===== src/rtl/iq_aim_sequencer_pkg.sv =====
// Shared types and widths for the iq_aim setpoint sequencer.
//   state_t : sequencer FSM states
//   seg_t   : one profile segment (target, ramp step, hold periods)
package foc_seq_pkg;

    localparam int IQ_W   = 16;
    localparam int STEP_W = 15;
    localparam int HOLD_W = 16;
    localparam int CNT_W  = 8;

    typedef enum logic [1:0] {
        IDLE  = 2'd0,
        RAMP  = 2'd1,
        HOLD  = 2'd2,
        FAULT = 2'd3
    } state_t;

    typedef struct packed {
        logic signed [IQ_W-1:0] target;
        logic [STEP_W-1:0]      step;
        logic [HOLD_W-1:0]      hold;
    } seg_t;

endpackage


===== src/rtl/iq_aim_sequencer_if.sv =====
// Signal bundle between foc_top-side logic and the iq_aim sequencer.
//   cfg_*        : segment table write port
//   start/stop   : profile control pulses, loop is a level
//   en_idq, iq   : control-period strobe and measured q-axis current
//   iq_aim, busy, seg_idx, done, fault : sequencer outputs
// master = driver of control/config, slave = the sequencer.
interface iq_aim_sequencer_if
    import foc_seq_pkg::*;
#(
    parameter int NSEG = 4
);
    localparam int AW = $clog2(NSEG);

    logic                   cfg_we;
    logic [AW-1:0]          cfg_addr;
    logic signed [IQ_W-1:0] cfg_target;
    logic [STEP_W-1:0]      cfg_step;
    logic [HOLD_W-1:0]      cfg_hold;
    logic                   start;
    logic                   stop;
    logic                   loop;
    logic                   en_idq;
    logic signed [IQ_W-1:0] iq;
    logic signed [IQ_W-1:0] iq_aim;
    logic                   busy;
    logic [AW-1:0]          seg_idx;
    logic                   done;
    logic                   fault;

    modport master (
        output cfg_we, cfg_addr, cfg_target, cfg_step, cfg_hold,
        output start, stop, loop, en_idq, iq,
        input  iq_aim, busy, seg_idx, done, fault
    );

    modport slave (
        input  cfg_we, cfg_addr, cfg_target, cfg_step, cfg_hold,
        input  start, stop, loop, en_idq, iq,
        output iq_aim, busy, seg_idx, done, fault
    );

endinterface


===== src/rtl/iq_limit_monitor.sv =====
// Sustained overcurrent detector on the measured q-axis current.
//   clk, rst : clock, async active-high reset
//   en_idq   : control-period strobe
//   iq       : signed measured current
//   arm      : monitor enabled (sequencer in RAMP/HOLD); counter clears when low
//   trip     : combinational, high on the en_idq that makes the count reach FAULT_CNT
module iq_limit_monitor
    import foc_seq_pkg::*;
#(
    parameter logic [IQ_W-1:0]  ILIMIT    = 16'd1000,
    parameter logic [CNT_W-1:0] FAULT_CNT = 8'd8
)(
    input  logic                   clk,
    input  logic                   rst,
    input  logic                   en_idq,
    input  logic signed [IQ_W-1:0] iq,
    input  logic                   arm,
    output logic                   trip
);

    logic [CNT_W-1:0] over_cnt;
    logic [CNT_W-1:0] cnt_inc;
    logic [IQ_W:0]    iq_abs;
    logic             over;

    always_comb begin
        // 17-bit magnitude so -32768 becomes +32768 instead of wrapping
        iq_abs  = iq[IQ_W-1] ? ('0 - {iq[IQ_W-1], iq}) : {1'b0, iq};
        over    = iq_abs > {1'b0, ILIMIT};
        cnt_inc = (&over_cnt) ? over_cnt : over_cnt + CNT_W'(1);
        // Trip is combinational so the sequencer can override a same-cycle ramp update
        trip    = arm && en_idq && over && (cnt_inc >= FAULT_CNT);
    end

    always_ff @(posedge clk or posedge rst) begin
        if (rst) begin
            over_cnt <= '0;
        end else if (!arm) begin
            over_cnt <= '0;
        end else if (en_idq) begin
            over_cnt <= over ? cnt_inc : '0;
        end
    end

endmodule


===== src/rtl/iq_aim_sequencer.sv =====
// Programmable q-axis current setpoint scheduler driving iq_aim into foc_top.
// Steps through NSEG segments (ramp to target, hold), once per en_idq, and
// forces iq_aim to 0 on sustained overcurrent.
//   clk, rst : clock, async active-high reset
//   sio      : iq_aim_sequencer_if slave (config, control, iq in; iq_aim/status out)
//
// state | meaning
// IDLE  | not running, iq_aim holds last value
// RAMP  | moving iq_aim toward the segment target by step per period
// HOLD  | at target, counting down hold periods
// FAULT | overcurrent trip, iq_aim forced to 0, fault set
module iq_aim_sequencer
    import foc_seq_pkg::*;
#(
    parameter int               NSEG      = 4,
    parameter logic [IQ_W-1:0]  ILIMIT    = 16'd1000,
    parameter logic [CNT_W-1:0] FAULT_CNT = 8'd8
)(
    input logic              clk,
    input logic              rst,
    iq_aim_sequencer_if.slave sio
);

    localparam int AW = $clog2(NSEG);

    seg_t                   tbl [NSEG];
    state_t                 state;
    logic [HOLD_W-1:0]      hold_cnt;
    logic signed [IQ_W-1:0] iq_aim_r;
    logic                   busy_r;
    logic [AW-1:0]          seg_idx_r;
    logic                   done_r;
    logic                   fault_r;

    seg_t                   seg_cur;
    logic signed [IQ_W:0]   diff;
    logic [IQ_W:0]          diff_abs;
    logic signed [IQ_W-1:0] ramp_next;
    logic                   ramp_hit;
    logic                   adv;
    logic                   last;
    logic                   arm;
    logic                   trip;

    assign sio.iq_aim  = iq_aim_r;
    assign sio.busy    = busy_r;
    assign sio.seg_idx = seg_idx_r;
    assign sio.done    = done_r;
    assign sio.fault   = fault_r;

    always_ff @(posedge clk or posedge rst) begin
        if (rst) begin
            for (int i = 0; i < NSEG; i++) tbl[i] <= '0;
        end else if (sio.cfg_we) begin
            tbl[sio.cfg_addr] <= '{target: sio.cfg_target, step: sio.cfg_step, hold: sio.cfg_hold};
        end
    end

    always_comb begin
        seg_cur  = tbl[seg_idx_r];
        diff     = {seg_cur.target[IQ_W-1], seg_cur.target} - {iq_aim_r[IQ_W-1], iq_aim_r};
        diff_abs = diff[IQ_W] ? ('0 - diff) : diff;
        // Only step when strictly farther than one step away, so no overshoot
        // and the intermediate value always lies between iq_aim and target.
        if (seg_cur.step == '0 || diff_abs <= {2'b00, seg_cur.step})
            ramp_next = seg_cur.target;
        else if (diff[IQ_W])
            ramp_next = iq_aim_r - {1'b0, seg_cur.step};
        else
            ramp_next = iq_aim_r + {1'b0, seg_cur.step};
        ramp_hit = (ramp_next == seg_cur.target);
        adv      = ((state == RAMP) && ramp_hit && (seg_cur.hold == '0)) ||
                   ((state == HOLD) && (hold_cnt <= HOLD_W'(1)));
        last     = (seg_idx_r == AW'(NSEG - 1));
        arm      = (state == RAMP) || (state == HOLD);
    end

    iq_limit_monitor #(
        .ILIMIT    (ILIMIT),
        .FAULT_CNT (FAULT_CNT)
    ) u_mon (
        .clk    (clk),
        .rst    (rst),
        .en_idq (sio.en_idq),
        .iq     (sio.iq),
        .arm    (arm),
        .trip   (trip)
    );

    always_ff @(posedge clk or posedge rst) begin
        if (rst) begin
            state     <= IDLE;
            hold_cnt  <= '0;
            iq_aim_r  <= '0;
            busy_r    <= 1'b0;
            seg_idx_r <= '0;
            done_r    <= 1'b0;
            fault_r   <= 1'b0;
        end else begin
            done_r <= 1'b0;
            if (sio.stop) begin
                state    <= IDLE;
                iq_aim_r <= '0;
                busy_r   <= 1'b0;
                if (state == FAULT) fault_r <= 1'b0;
            end else if (trip) begin
                state    <= FAULT;
                iq_aim_r <= '0;
                busy_r   <= 1'b0;
                fault_r  <= 1'b1;
            end else if (sio.start) begin
                state     <= RAMP;
                seg_idx_r <= '0;
                busy_r    <= 1'b1;
                fault_r   <= 1'b0;
            end else if (sio.en_idq && arm) begin
                if (state == RAMP) begin
                    iq_aim_r <= ramp_next;
                    if (ramp_hit && seg_cur.hold != '0) begin
                        state    <= HOLD;
                        hold_cnt <= seg_cur.hold;
                    end
                end else begin
                    hold_cnt <= hold_cnt - HOLD_W'(1);
                end
                // Advance overrides the RAMP->HOLD move above when hold is 0
                if (adv) begin
                    if (!last) begin
                        seg_idx_r <= seg_idx_r + AW'(1);
                        state     <= RAMP;
                    end else if (sio.loop) begin
                        seg_idx_r <= '0;
                        state     <= RAMP;
                    end else begin
                        state  <= IDLE;
                        busy_r <= 1'b0;
                        done_r <= 1'b1;
                    end
                end
            end
        end
    end

endmodule

===== src/flat_wrapper.sv =====
// flat-port wrapper written by rule: the top's interface ports become plain ports
module iq_aim_sequencer_flat import foc_seq_pkg::*;
#(
    parameter int               NSEG      = 4,
    parameter logic [IQ_W-1:0]  ILIMIT    = 16'd1000,
    parameter logic [CNT_W-1:0] FAULT_CNT = 8'd8
)
  (clk, rst, sio_cfg_we, sio_cfg_addr, sio_cfg_target, sio_cfg_step, sio_cfg_hold, sio_start, sio_stop, sio_loop, sio_en_idq, sio_iq, sio_iq_aim, sio_busy, sio_seg_idx, sio_done, sio_fault);
  iq_aim_sequencer_if #(.NSEG(NSEG)) sio_i ();
  input logic clk;
  input logic rst;
  input wire logic [$bits(sio_i.cfg_we)-1:0] sio_cfg_we;
  input wire logic [$bits(sio_i.cfg_addr)-1:0] sio_cfg_addr;
  input wire logic [$bits(sio_i.cfg_target)-1:0] sio_cfg_target;
  input wire logic [$bits(sio_i.cfg_step)-1:0] sio_cfg_step;
  input wire logic [$bits(sio_i.cfg_hold)-1:0] sio_cfg_hold;
  input wire logic [$bits(sio_i.start)-1:0] sio_start;
  input wire logic [$bits(sio_i.stop)-1:0] sio_stop;
  input wire logic [$bits(sio_i.loop)-1:0] sio_loop;
  input wire logic [$bits(sio_i.en_idq)-1:0] sio_en_idq;
  input wire logic [$bits(sio_i.iq)-1:0] sio_iq;
  output wire logic [$bits(sio_i.iq_aim)-1:0] sio_iq_aim;
  output wire logic [$bits(sio_i.busy)-1:0] sio_busy;
  output wire logic [$bits(sio_i.seg_idx)-1:0] sio_seg_idx;
  output wire logic [$bits(sio_i.done)-1:0] sio_done;
  output wire logic [$bits(sio_i.fault)-1:0] sio_fault;
  assign sio_i.cfg_we = sio_cfg_we;
  assign sio_i.cfg_addr = sio_cfg_addr;
  assign sio_i.cfg_target = sio_cfg_target;
  assign sio_i.cfg_step = sio_cfg_step;
  assign sio_i.cfg_hold = sio_cfg_hold;
  assign sio_i.start = sio_start;
  assign sio_i.stop = sio_stop;
  assign sio_i.loop = sio_loop;
  assign sio_i.en_idq = sio_en_idq;
  assign sio_i.iq = sio_iq;
  assign sio_iq_aim = sio_i.iq_aim;
  assign sio_busy = sio_i.busy;
  assign sio_seg_idx = sio_i.seg_idx;
  assign sio_done = sio_i.done;
  assign sio_fault = sio_i.fault;
  iq_aim_sequencer #(.NSEG(NSEG), .ILIMIT(ILIMIT), .FAULT_CNT(FAULT_CNT)) u_core (.clk(clk), .rst(rst), .sio(sio_i));
endmodule

===== config.mk =====
export PLATFORM = sky130hd
export DESIGN_NAME = iq_aim_sequencer_flat
export DESIGN_NICKNAME = d
export VERILOG_FILES = /design/src/rtl/iq_aim_sequencer_pkg.sv /design/src/rtl/iq_aim_sequencer_if.sv /design/src/rtl/iq_limit_monitor.sv /design/src/rtl/iq_aim_sequencer.sv /design/src/flat_wrapper.sv
export SDC_FILE = /design/constraint.sdc
export NUM_CORES = 1
export LEC_CHECK = 0
export CAP_MARGIN = 20
export CORE_MARGIN = 2
export CORE_UTILIZATION = 40
export CTS_CLUSTER_DIAMETER = 200
export DETAILED_ROUTE_END_ITERATION = 8
export PLACE_DENSITY = 0.66
export SETUP_SLACK_MARGIN = 0.1
export SYNTH_ARGS = -nofsm -noshare
export SYNTH_HDL_FRONTEND = slang
export SYNTH_SLANG_ARGS = --single-unit

===== constraint.sdc =====
create_clock -name clk -period 8.2 [get_ports clk]
set_input_delay 1.64 -clock clk [delete_from_list [all_inputs] [get_ports clk]]
set_output_delay 1.64 -clock clk [all_outputs]
set_load 0.005 [all_outputs]

* Yosys cells after proc, flatten, opt, wreduce, memory -nomap -nowiden
Cells that the tools add are included.
** Storage, ports and cells
- Register bits after elaboration :: 235
- Bits of input ports :: 72
- Output and inout port bits :: 21
- Logic and storage cells :: 135
** Operators by class
- $add $sub $neg :: 8
- Magnitude comparators :: 7
- Eq/ne operators :: 11
- Mux-type cells :: 53
- Bitwise gates (word level) :: 5
- Reductions and logical operators :: 31
** Operators by type and width (count)
- $bwmux W188 :: 1
- $mux W16 :: 9
- $mux W47 :: 3
- $bmux W47 S2 :: 1
- $demux W47 S2 :: 1
- $mux W17 :: 2
- $mux W8 :: 4
- $mux W2 :: 13
- $mux W1 :: 19
- $gt A17 B10 Y1 const B :: 1
- $le A17 B15 Y1 :: 1
- $sub A1 B16 Y17 const A :: 1
- $sub A1 B17 Y17 const A :: 1
- $sub A16 B16 Y17 :: 1
- $add A16 B15 Y16 :: 1
- $eq A16 B16 Y1 :: 1
- $le A16 B1 Y1 const B :: 1
- $logic_not A16 Y1 :: 1
- $reduce_bool A16 Y1 :: 1
- $sub A16 B1 Y16 const B :: 1
- $sub A16 B15 Y16 :: 1
- $logic_not A15 Y1 :: 1
- $reduce_bool A4 Y1 :: 3
- $reduce_and A5 Y1 :: 2
- 23 further kinds :: 44

* Logic depth before layout (Yosys ltp)
Gate-level depths: netlist of the first run.
- Word-level depth :: 19
- Depth in mapped cells :: 31
- Gate-level depth less buffers :: 24

* Hierarchy
Synthesis of the first run repeated with hierarchy kept, for this count alone.
** Second synthesis, totals
- Cells, all modules :: 1263
- Area total of the unflattened synthesis :: 14286.2 um^2
** Modules (own cells, without submodules)
- iq_aim_sequencer :: instances 1, cells each 1186, area each 13620.6 um^2, seq. area each 5680.4 um^2
- iq_limit_monitor :: instances 1, cells each 77, area each 665.6 um^2, seq. area each 200.2 um^2

* Least setup slack after synthesis of the first run
OpenSTA, ideal clock, no wires.
- Path type :: reg-to-reg
- From :: register u_core.seg_idx_r[1], in the netlist u_core.sio.seg_idx[1]
- To :: register u_core.state[0]
- Library setup time :: 125 ps
- Data arrival time :: 6842 ps
- Required time :: 8075 ps
- Path slack :: 1234 ps
- Cell stages (with the launch flop) :: 30
- Buffers on the path :: 8
- Period minus slack after synthesis :: 6966 ps
- Cell sequence :: dfrtp_1 buf_6 buf_2 buf_2 buf_1 mux4_2 ha_1 clkbuf_1 nand2_1 o21ai_0 nand2_1 a21o_1 a21oi_1 clkbuf_1 nand2_1 xnor2_1 ha_1 clkbuf_1 nand2_1 or3_1 o211ai_1 a211o_1 buf_1 nand2b_1 a21boi_4 nor4_4 and4_4 nor4_2 a21oi_2 mux2_2
** On the way
- Word-level cells in the longest chain between the ends :: 19
- Elaborated cells between the ends (all ways) :: 31
- Classes of those cells :: add/sub: 4; order compare: 1; eq/ne: 2; mux: 12; bitwise: 1; reduce/logical: 11
** Ends and longest elaborated chain
- from (decl) :: RTL line iq_aim_sequencer.sv:31 : logic [AW-1:0] seg_idx_r;
- from (signal assigned) :: RTL line iq_aim_sequencer.sv:129 : seg_idx_r <= seg_idx_r + AW'(1);
- $not A2 Y3 (not written as such) :: RTL line iq_aim_sequencer.sv:60 : seg_cur = tbl[seg_idx_r];
- $bmux W47 S2 :: RTL line iq_aim_sequencer.sv:60
- $mux W47 (not written as such) (2 in series) :: RTL line iq_aim_sequencer.sv:60
- $sub A16 B16 Y17 :: RTL line iq_aim_sequencer.sv:61 : diff = {seg_cur.target[IQ_W-1], seg_cur.target} - {iq_aim_r[IQ_W-1], iq_aim_r};
- $sub A1 B17 Y17 :: RTL line iq_aim_sequencer.sv:62 : diff_abs = diff[IQ_W] ? ('0 - diff) : diff;
- $mux W17 :: RTL line iq_aim_sequencer.sv:62
- $le A17 B15 Y1 :: RTL line iq_aim_sequencer.sv:65 : if (seg_cur.step == '0 || diff_abs <= {2'b00, seg_cur.step})
- $logic_or A1 B1 Y1 :: RTL line iq_aim_sequencer.sv:65
- $mux W16 :: RTL line iq_aim_sequencer.sv:65
- $eq A16 B16 Y1 :: RTL line iq_aim_sequencer.sv:71 : ramp_hit = (ramp_next == seg_cur.target);
- $logic_and A1 B1 Y1 (2 in series) :: RTL line iq_aim_sequencer.sv:72 : adv = ((state == RAMP) && ramp_hit && (seg_cur.hold == '0)) ||
- $logic_or A1 B1 Y1 :: RTL line iq_aim_sequencer.sv:72
- $mux W2 :: RTL line iq_aim_sequencer.sv:127 : if (adv) begin
- $mux W2 :: RTL line iq_aim_sequencer.sv:116 : end else if (sio.en_idq && arm) begin
- $mux W2 :: RTL line iq_aim_sequencer.sv:111 : end else if (sio.start) begin
- $mux W2 :: RTL line iq_aim_sequencer.sv:106 : end else if (trip) begin
- $mux W2 :: RTL line iq_aim_sequencer.sv:101 : if (sio.stop) begin
- to (signal assigned) :: RTL line iq_aim_sequencer.sv:102 : state <= IDLE;
- to (signal assigned) :: RTL line iq_aim_sequencer.sv:107 : state <= FAULT;
- to (signal assigned) :: RTL line iq_aim_sequencer.sv:112 : state <= RAMP;
- to (decl) :: RTL line iq_aim_sequencer.sv:27 : state_t state;
Parallel ways exist; a longest one is shown, timed or not. The select of a mux whose other input is x is not followed.
A chain may end at the register's enable or synchronous reset.

* Worst setup path after layout of the first run
- From :: register u_core.seg_idx_r[0], in the netlist u_core.sio.seg_idx[0]
- To :: register u_core.hold_cnt[13]
** On the way
- Word-level cells in the longest chain between the ends :: 14
- Elaborated cells between the ends (all ways) :: 21
- Classes of those cells :: add/sub: 4; order compare: 1; eq/ne: 2; mux: 8; bitwise: 1; reduce/logical: 5
** Ends and longest elaborated chain
- $not A2 Y3 (not written as such) (*) :: RTL line iq_aim_sequencer.sv:60
- $bmux W47 S2 (*) :: RTL line iq_aim_sequencer.sv:60
- $mux W47 (not written as such) (*) (2 in series) :: RTL line iq_aim_sequencer.sv:60
- $sub A16 B16 Y17 :: RTL line iq_aim_sequencer.sv:61
- $sub A1 B17 Y17 :: RTL line iq_aim_sequencer.sv:62
- $mux W17 :: RTL line iq_aim_sequencer.sv:62
- $le A17 B15 Y1 :: RTL line iq_aim_sequencer.sv:65
- $logic_or A1 B1 Y1 :: RTL line iq_aim_sequencer.sv:65
- $mux W16 :: RTL line iq_aim_sequencer.sv:65
- $eq A16 B16 Y1 :: RTL line iq_aim_sequencer.sv:71
- $logic_and A1 B1 Y1 :: RTL line iq_aim_sequencer.sv:119 : if (ramp_hit && seg_cur.hold != '0) begin
- $ne A2 B2 Y1 (no source line)
- $reduce_and A5 Y1 (no source line)
- to (signal assigned) :: RTL line iq_aim_sequencer.sv:121 : hold_cnt <= seg_cur.hold;
- to (signal assigned) :: RTL line iq_aim_sequencer.sv:124 : hold_cnt <= hold_cnt - HOLD_W'(1);
- to (decl) :: RTL line iq_aim_sequencer.sv:28 : logic [HOLD_W-1:0] hold_cnt;
Every way passes the cells marked *; elsewhere a longest branch is shown, timed or not. The select of a mux whose other input is x is not followed.

==> results of run 1 <==
-- final timing paths --
kind                                                   startpoint                         endpoint  cells after the start
worst max-delay path            u_core.sio.seg_idx[0]$_DFFE_PP0P_  u_core.hold_cnt[13]$_DFFE_PP0P_                     25
worst min-delay path                   u_core.tbl[70]$_DFFE_PP0P_       u_core.tbl[70]$_DFFE_PP0P_                      1
worst max register to register  u_core.sio.seg_idx[0]$_DFFE_PP0P_  u_core.hold_cnt[13]$_DFFE_PP0P_                     25
worst min register to register         u_core.tbl[70]$_DFFE_PP0P_       u_core.tbl[70]$_DFFE_PP0P_                      1
max in group asynchronous                                     rst        u_core.tbl[6]$_DFFE_PP0P_                      3
min in group asynchronous                                     rst       u_core.tbl[58]$_DFFE_PP0P_                      2
-- cell usage after synthesis (4+ instances only) --
library cell,count
dfrtp_1,235
mux2_2,189
nor2_1,91
a21oi_1,77
nand2_1,73
o21ai_0,58
ha_1,56
inv_1,56
xnor2_1,51
clkbuf_1,43
mux4_2,42
nor3_1,26
xor2_1,21
nand2b_1,20
nand4_1,19
nand3_1,15
a21o_1,13
or3_1,13
nor4_1,12
o211ai_1,11
o31ai_1,11
and3_1,10
nand3b_1,10
nor2b_1,9
o22ai_1,8
and2_1,7
buf_2,7
mux2i_1,7
o21a_1,7
a211oi_1,6
and4_1,6
nor3b_1,6
o211ai_2,6
buf_1,5
mux4_1,5
or2_2,5
a2111oi_0,4
a211o_1,4
a31oi_1,4
nor4b_1,4
-- routing by layer --
layer	track usage	up-vias
met3	0.0209	47
met4	0.0438	0
li1	-	5105
met2	0.322	256
met1	0.265	5496
met5	0	-
-- power by group through the flow --
stage	Clock (mW)	Combinational (mW)	Sequential, mW
5_1_grt	1.27	3.46	1.57
3_5_place_dp	0	3.08	1.56
3_3_place_gp	0	3.03	1.55
4_1_cts	1.22	3.10	1.54
6_report	1.19	3.12	1.54
2_1_floorplan	0	2.46	1.51
-- registers in the layout, summed over array words and instances, names as in the netlist --
name / count
u_core.hold_cnt: 16
u_core.sio.busy: 1
u_core.sio.done: 1
u_core.sio.fault: 1
u_core.sio.iq_aim: 16
u_core.sio.seg_idx: 2
u_core.state: 2
u_core.tbl: 188
u_core.u_mon.over_cnt: 8
-- final cells by class --
cell class,count,area [um2]
Clock buffer,40,805
Fill cell,3287,19400
Tap cell,468,586
Timing Repair Buffer,111,1060
Sequential cell,235,5880
Clock inverter,9,93.8
Multi-Input combinational cell,977,8250
Inverter,57,221
-- cell families after synthesis --
| kind of cell | after synthesis | share of synthesized area |
|---|---|---|
| XOR/XNOR | 72 | 0.0431 |
| multiplexers | 243 | 0.224 |
| AND/OR/NAND/NOR | 344 | 0.126 |
| buffers and inverters | 120 | 0.0353 |
| adder cells (fa/ha/maj) | 58 | 0.0506 |
| flip-flops | 235 | 0.402 |
| AO/OA/AOI/OAI | 260 | 0.119 |
-- metrics by stage --
stage / instance area, um2 / cells / setup WS (ns)
global placement: 16000 / 1848 / 1.37
floorplan: 14600 / 1332 / 0.114
global route: 16900 / 1897 / 0.292
CTS: 16900 / 1897 / 1.13
detailed placement: 16000 / 1848 / 1.16
finish: 16900 / 1897 / 1.10
-- worst max-delay path, stage by stage (launching register included) --
cell       delay, ns
dfrtp_2         0.69
mux4_2          0.39
inv_1           0.07
ha_1            0.21
fa_1            0.41
nand2b_1        0.18
a211oi_1        0.25
buf_4           0.18
o2111ai_1       0.21
a21o_1          0.28
a21o_1          0.33
a31oi_1         0.26
xnor2_1         0.10
ha_1            0.36
o21ai_0         0.11
a21oi_1         0.29
o21ai_0         0.28
o32ai_1         0.66
nor4b_1         0.11
a2111oi_0       0.35
and4_1          0.30
nand4_2         0.15
a21oi_2         0.20
buf_4           0.33
nor3_1          0.10
a311oi_2        0.21
-- placed cells by master, fill, tap and decap left out, types with 11 or more instances in the layout --
cell / count
a21o_1: 13
a21oi_1: 77
buf_4: 19
clkbuf_16: 27
clkdlybuf4s50_1: 92
dfrtp_1: 233
ha_1: 56
inv_1: 55
mux2_2: 189
mux4_2: 42
nand2_1: 73
nand2b_1: 20
nand3_1: 14
nand4_1: 19
nor2_1: 91
nor3_1: 26
nor4_1: 12
o211ai_1: 11
o21ai_0: 58
o31ai_1: 11
or3_1: 13
xnor2_1: 51
xor2_1: 21
==> impl_metrics.yaml, run 1 <==
run_status:
  outcome: "finished clean"
clocking:
  cts_hold_buffers: 0
  htreeDepth: 1
  cts_buffer_depth: 3
  root_buffer: "clkbuf_16"
  cts_tree: "done"
  cts-buffers-inserted: 27
  post_cts_resized: 0
  cts_setup_buffers: 0
  clk-insertion-delay-late_ns: 0.54
  clk_pin_slew_ns: 0.06
  cts_num_sinks: 235
critical_path:
  critPathCaptureType: "register"
  worstPathRequired_ns: 8.64
  cp.arrival_ns: 7.54
  criticalPathCategory: "reg2reg"
  rrSetupSlack_ns: 1.10
  critical_path_peak_fanout: 28
  cp-start-kind: "register"
route:
  vias: 10900
  firstDrtPassIters: 7
  dr.first_iter.drc_count: 639
  wl_met2_mm: 17.3
  routed_via_density: 5.75
  antenna_left: 0
  wl_met1_mm: 16.5
  top_layer_used: "met4"
  wirelength_mm: 36.0
  wl_per_cell_um: 19.0
  drc_errors: 0
  dr_wl_met3_mm: 1.53
sta:
  finClkSkew_ns: 0.0267
  final-hold-violation-count: 0
  tightest_slew_ns: 0.955
  drv_slew: 0
  min_period_over_period: 0.866
  relSlewSlack: 0.364
  setup_viol: 0
  period_minus_slack_ns: 7.10
  finalSetupTns_ns: 0
  rsz0062_at_grt: "no"
  whs_ns: 0.495
  fmax_mhz: 141
placement:
  gp_congestion: 0.886
  io_buffers: 92
  dpl.hpwl_mm: 25.6
pwr:
  clkPwrFrac: 0.204
  ir_drop_v: 0.000185
  power_mw: 5.86
  combPwrFrac: 0.533
  p_sw_mw: 2.40
  p_seq_frac: 0.264
  swShare: 0.410
  intPower_mw: 3.45
  p_leak_nw: 6.80
  power_density_mw_per_mm2: 346
cells_and_area:
  antenna_cells: 0
  fin_nets: 1539
  drive_above_1_share: 0.231
  post-route-util: 0.465
  syn2layout_area_growth_pct: 15.5
synthesis:
  ys_async_sr_fraction: 1.00
  syn_inst: 1332
  yosys_warnings: 0
  synth.area.top_cells: "dfrtp_1 40%, mux2_2 15%, mux4_2 6.5%"
  synth_sequential_area_ratio: 0.402
  synth_top_cell_by_area: "dfrtp_1"
  syn-num-nets: 1462
  ys_ff_latch: 235
  ys_types: 89
  yosysTopAreaCellShare: 0.402
  synthFlopType: "dfrtp_1"
  synth_edf_count: 0
  avgSynthCellArea_um2: 11.0
  syn-cell-area_mm2: 0.0146
global_route:
  grt_usage: 0.191
  grt_pass1_vias: 11000
  grt_pass1_wl_mm: 59.1
  grt_start_max_net_pins: 136
  grt-ovfl-total: 0
  antenna_found_initial: 0
worst_hold_path:
  hp-class: "reg2reg"
floorplanning:
  die_width_um: 195
  dieHeight_um: 195
  core_mm2: 0.0363
  num_io_pins: 93
  die_area_mm2: 0.0381
  row_count: 70
  start_util: 0.402
run:
  max-cap-violations: 0
Power figures use the tool's default switching activity.
==> inputs of run 2 (changes only) <==
Settings changed: ABC_AREA from default to 1, CTS_BUF_LIST from default to sky130_fd_sc_hd__clkbuf_16, SLEW_MARGIN from default to 15.
==> impl_metrics.yaml, run 2 <==
sta:
  postLayoutSetupSlackWorst_ns: 1.07
  fmax_mhz: 140
  rsz0062_at_grt: "no"
  tightest_slew_ns: 1.12
  finalSetupTns_ns: 0
  relSlewSlack: 0.250
  drv_slew: 0
  setup_viol: 0
  period_minus_slack_ns: 7.13
  final-hold-violation-count: 0
  min_period_over_period: 0.869
  finClkSkew_ns: 0.0138
cells_and_area:
  multi_input_area_mm2: 0.00738
  final_cell_mix: "558 x nand2_1, 270 x o21ai_0, 234 x dfrtp_1"
  fillers: 3482
  drive_above_1_share: 0.0512
  syn2layout_area_growth_pct: 14.7
  final_common_cell: "nand2_1"
  largest_reg_flops: 188
  antenna_cells: 0
  regMostFlops: "u_core.tbl"
  final_area_mm2: 0.0166
  seq_area_mm2: 0.00588
  fin_nets: 2120
worst_hold_path:
  hp-class: "reg2reg"
synthesis:
  yosysTopAreaCellShare: 0.406
  ys_async_sr_fraction: 1.00
  yosysMostFrequentCell: "nand2_1"
  syn-cell-area_mm2: 0.0145
  synth_sequential_area_ratio: 0.406
  synth_edf_count: 0
  synthFlopType: "dfrtp_1"
  syn-num-nets: 2076
  synth_top_cell_by_area: "dfrtp_1"
  avgSynthCellArea_um2: 7.44
  ys_ff_latch: 235
  yosys_warnings: 0
  synth.area.top_cells: "dfrtp_1 41%, nand2_1 15%, o21ai_0 9.3%"
  ys_types: 50
  syn_inst: 1946
  yosys-top-cells-count: "560 x nand2_1, 270 x o21ai_0, 235 x dfrtp_1"
floorplanning:
  die_area_mm2: 0.0377
  core_mm2: 0.0357
  start_util: 0.406
  die_width_um: 194
  row_count: 69
  num_io_pins: 93
  dieHeight_um: 194
route:
  dr.first_iter.drc_count: 904
  antenna_left: 0
  firstDrtPassIters: 9
  drc_errors: 4
  wl_per_cell_um: 15.8
  routed_via_density: 5.31
  wirelength_mm: 39.1
  vias: 13100
critical_path:
  critPathSlowestCell: "dfrtp_4"
  criticalPathCategory: "reg2reg"
  critical_path_peak_fanout: 79
  worstPathRequired_ns: 8.65
  cp-start-kind: "register"
  cp.arrival_ns: 7.58
  cp_common_cell: "nand2_1"
  critPathCaptureType: "register"
  critical_path.max_stage_delay_ns: 0.67
clocking:
  cts-buffers-inserted: 27
  post_cts_resized: 0
  root_buffer: "clkbuf_16"
  cts_setup_buffers: 0
  cts_tree: "done"
  cts_hold_buffers: 0
  htreeDepth: 1
  clk_pin_slew_ns: 0.06
  cts_num_sinks: 235
  clk-insertion-delay-late_ns: 0.56
  cts_buffer_depth: 3
global_route:
  grt-ovfl-total: 0
  grt_usage: 0.208
  grt_start_max_net_pins: 102
  antenna_found_initial: 0
  grt_pass1_wl_mm: 65.1
  grt_pass1_vias: 12900
run_status:
  outcome: "complete, but fails checks"
  violations: "design-rule violations"
placement:
  dpl.hpwl_mm: 27.6
  io_buffers: 92
  post-place-ws_ns: 1.15
  gp_congestion: 0.912
  dpl_cell_area_mm2: 0.0157
run:
  max-cap-violations: 0
-- run 2: cell types whose count changed in the layout (fill, tap and decap cells not counted), sizes merged, moves of 29 or more --
cell	change
nand2	+494
xnor2	-29
mux4	-47
nand4	+30
inv	+166
nand3	+53
o21ai	+230
mux2	-189
-- run 2: logic make-up after synthesis --
kind of cell	after synthesis	synth area share
XOR/XNOR	60	0.0368
adder cells (fa/ha/maj)	58	0.0511
flip-flops	235	0.406
AND/OR/NAND/NOR	822	0.237
buffers and inverters	310	0.0862
AO/OA/AOI/OAI	461	0.183
-- run 2: path summary, 6_finish.rpt --
| path | start | slack (ns) | to | depth (start not counted) |
|---|---|---|---|---|
| setup / recovery | u_core.sio.seg_idx[0]$_DFFE_PP0P_ | 1.07 | u_core.hold_cnt[3]$_DFFE_PP0P_ | 36 |
| hold / removal | u_core.tbl[119]$_DFFE_PP0P_ | 0.48 | u_core.tbl[119]$_DFFE_PP0P_ | 2 |
| setup reg to reg | u_core.sio.seg_idx[0]$_DFFE_PP0P_ | 1.07 | u_core.hold_cnt[3]$_DFFE_PP0P_ | 36 |
| hold reg to reg | u_core.tbl[119]$_DFFE_PP0P_ | 0.48 | u_core.tbl[119]$_DFFE_PP0P_ | 2 |
| max in group asynchronous | rst | 5.10 | u_core.sio.iq_aim[10]$_DFFE_PP0P_ | 3 |
| min in group asynchronous | rst | 1.59 | u_core.tbl[48]$_DFFE_PP0P_ | 2 |
-- run 2: per-stage QoR --
step	std cells	hold WS, ns	util
final	2471	0.481	0.466
after global routing	2471	0.505	0.466
after CTS	2469	0.485	0.465
after detailed placement	2420	0.468	0.440
after global placement	2420	0.462	0.440
after floorplan	1946	0.448	-
-- run 2: metal layers --
layer / up-vias / GRT usage / wire, um
li1: 6534 / - / -
met1: 6223 / 0.280 / 18100
met2: 304 / 0.356 / 18400
met4: 0 / 0.0476 / 801
met5: - / 0 / 0
met3: 56 / 0.0297 / 1800
-- run 2: area by class of cell --
class                           count  share of cell area
Clock buffer                       27              0.0407
Inverter                          219              0.0499
Tap cell                          461              0.0347
Multi-Input combinational cell   1401               0.444
Clock inverter                     22              0.0123
Timing Repair Buffer              106              0.0640
Sequential cell                   235               0.354
-- run 2: worst max-delay path, delay by kind of cell (launching register included) --
family / cells / cell delay, ns
flops: 1 / 0.67
simple gates: 19 / 2.34
compound gates: 5 / 1.23
buf+inv: 7 / 1.10
xor+xnor: 2 / 0.57
fa+ha+maj: 3 / 1.01
Power of run 2 is left out: the tool's default activity adds up to more than one toggle a clock period on the data nets, which glitch-free logic cannot reach.
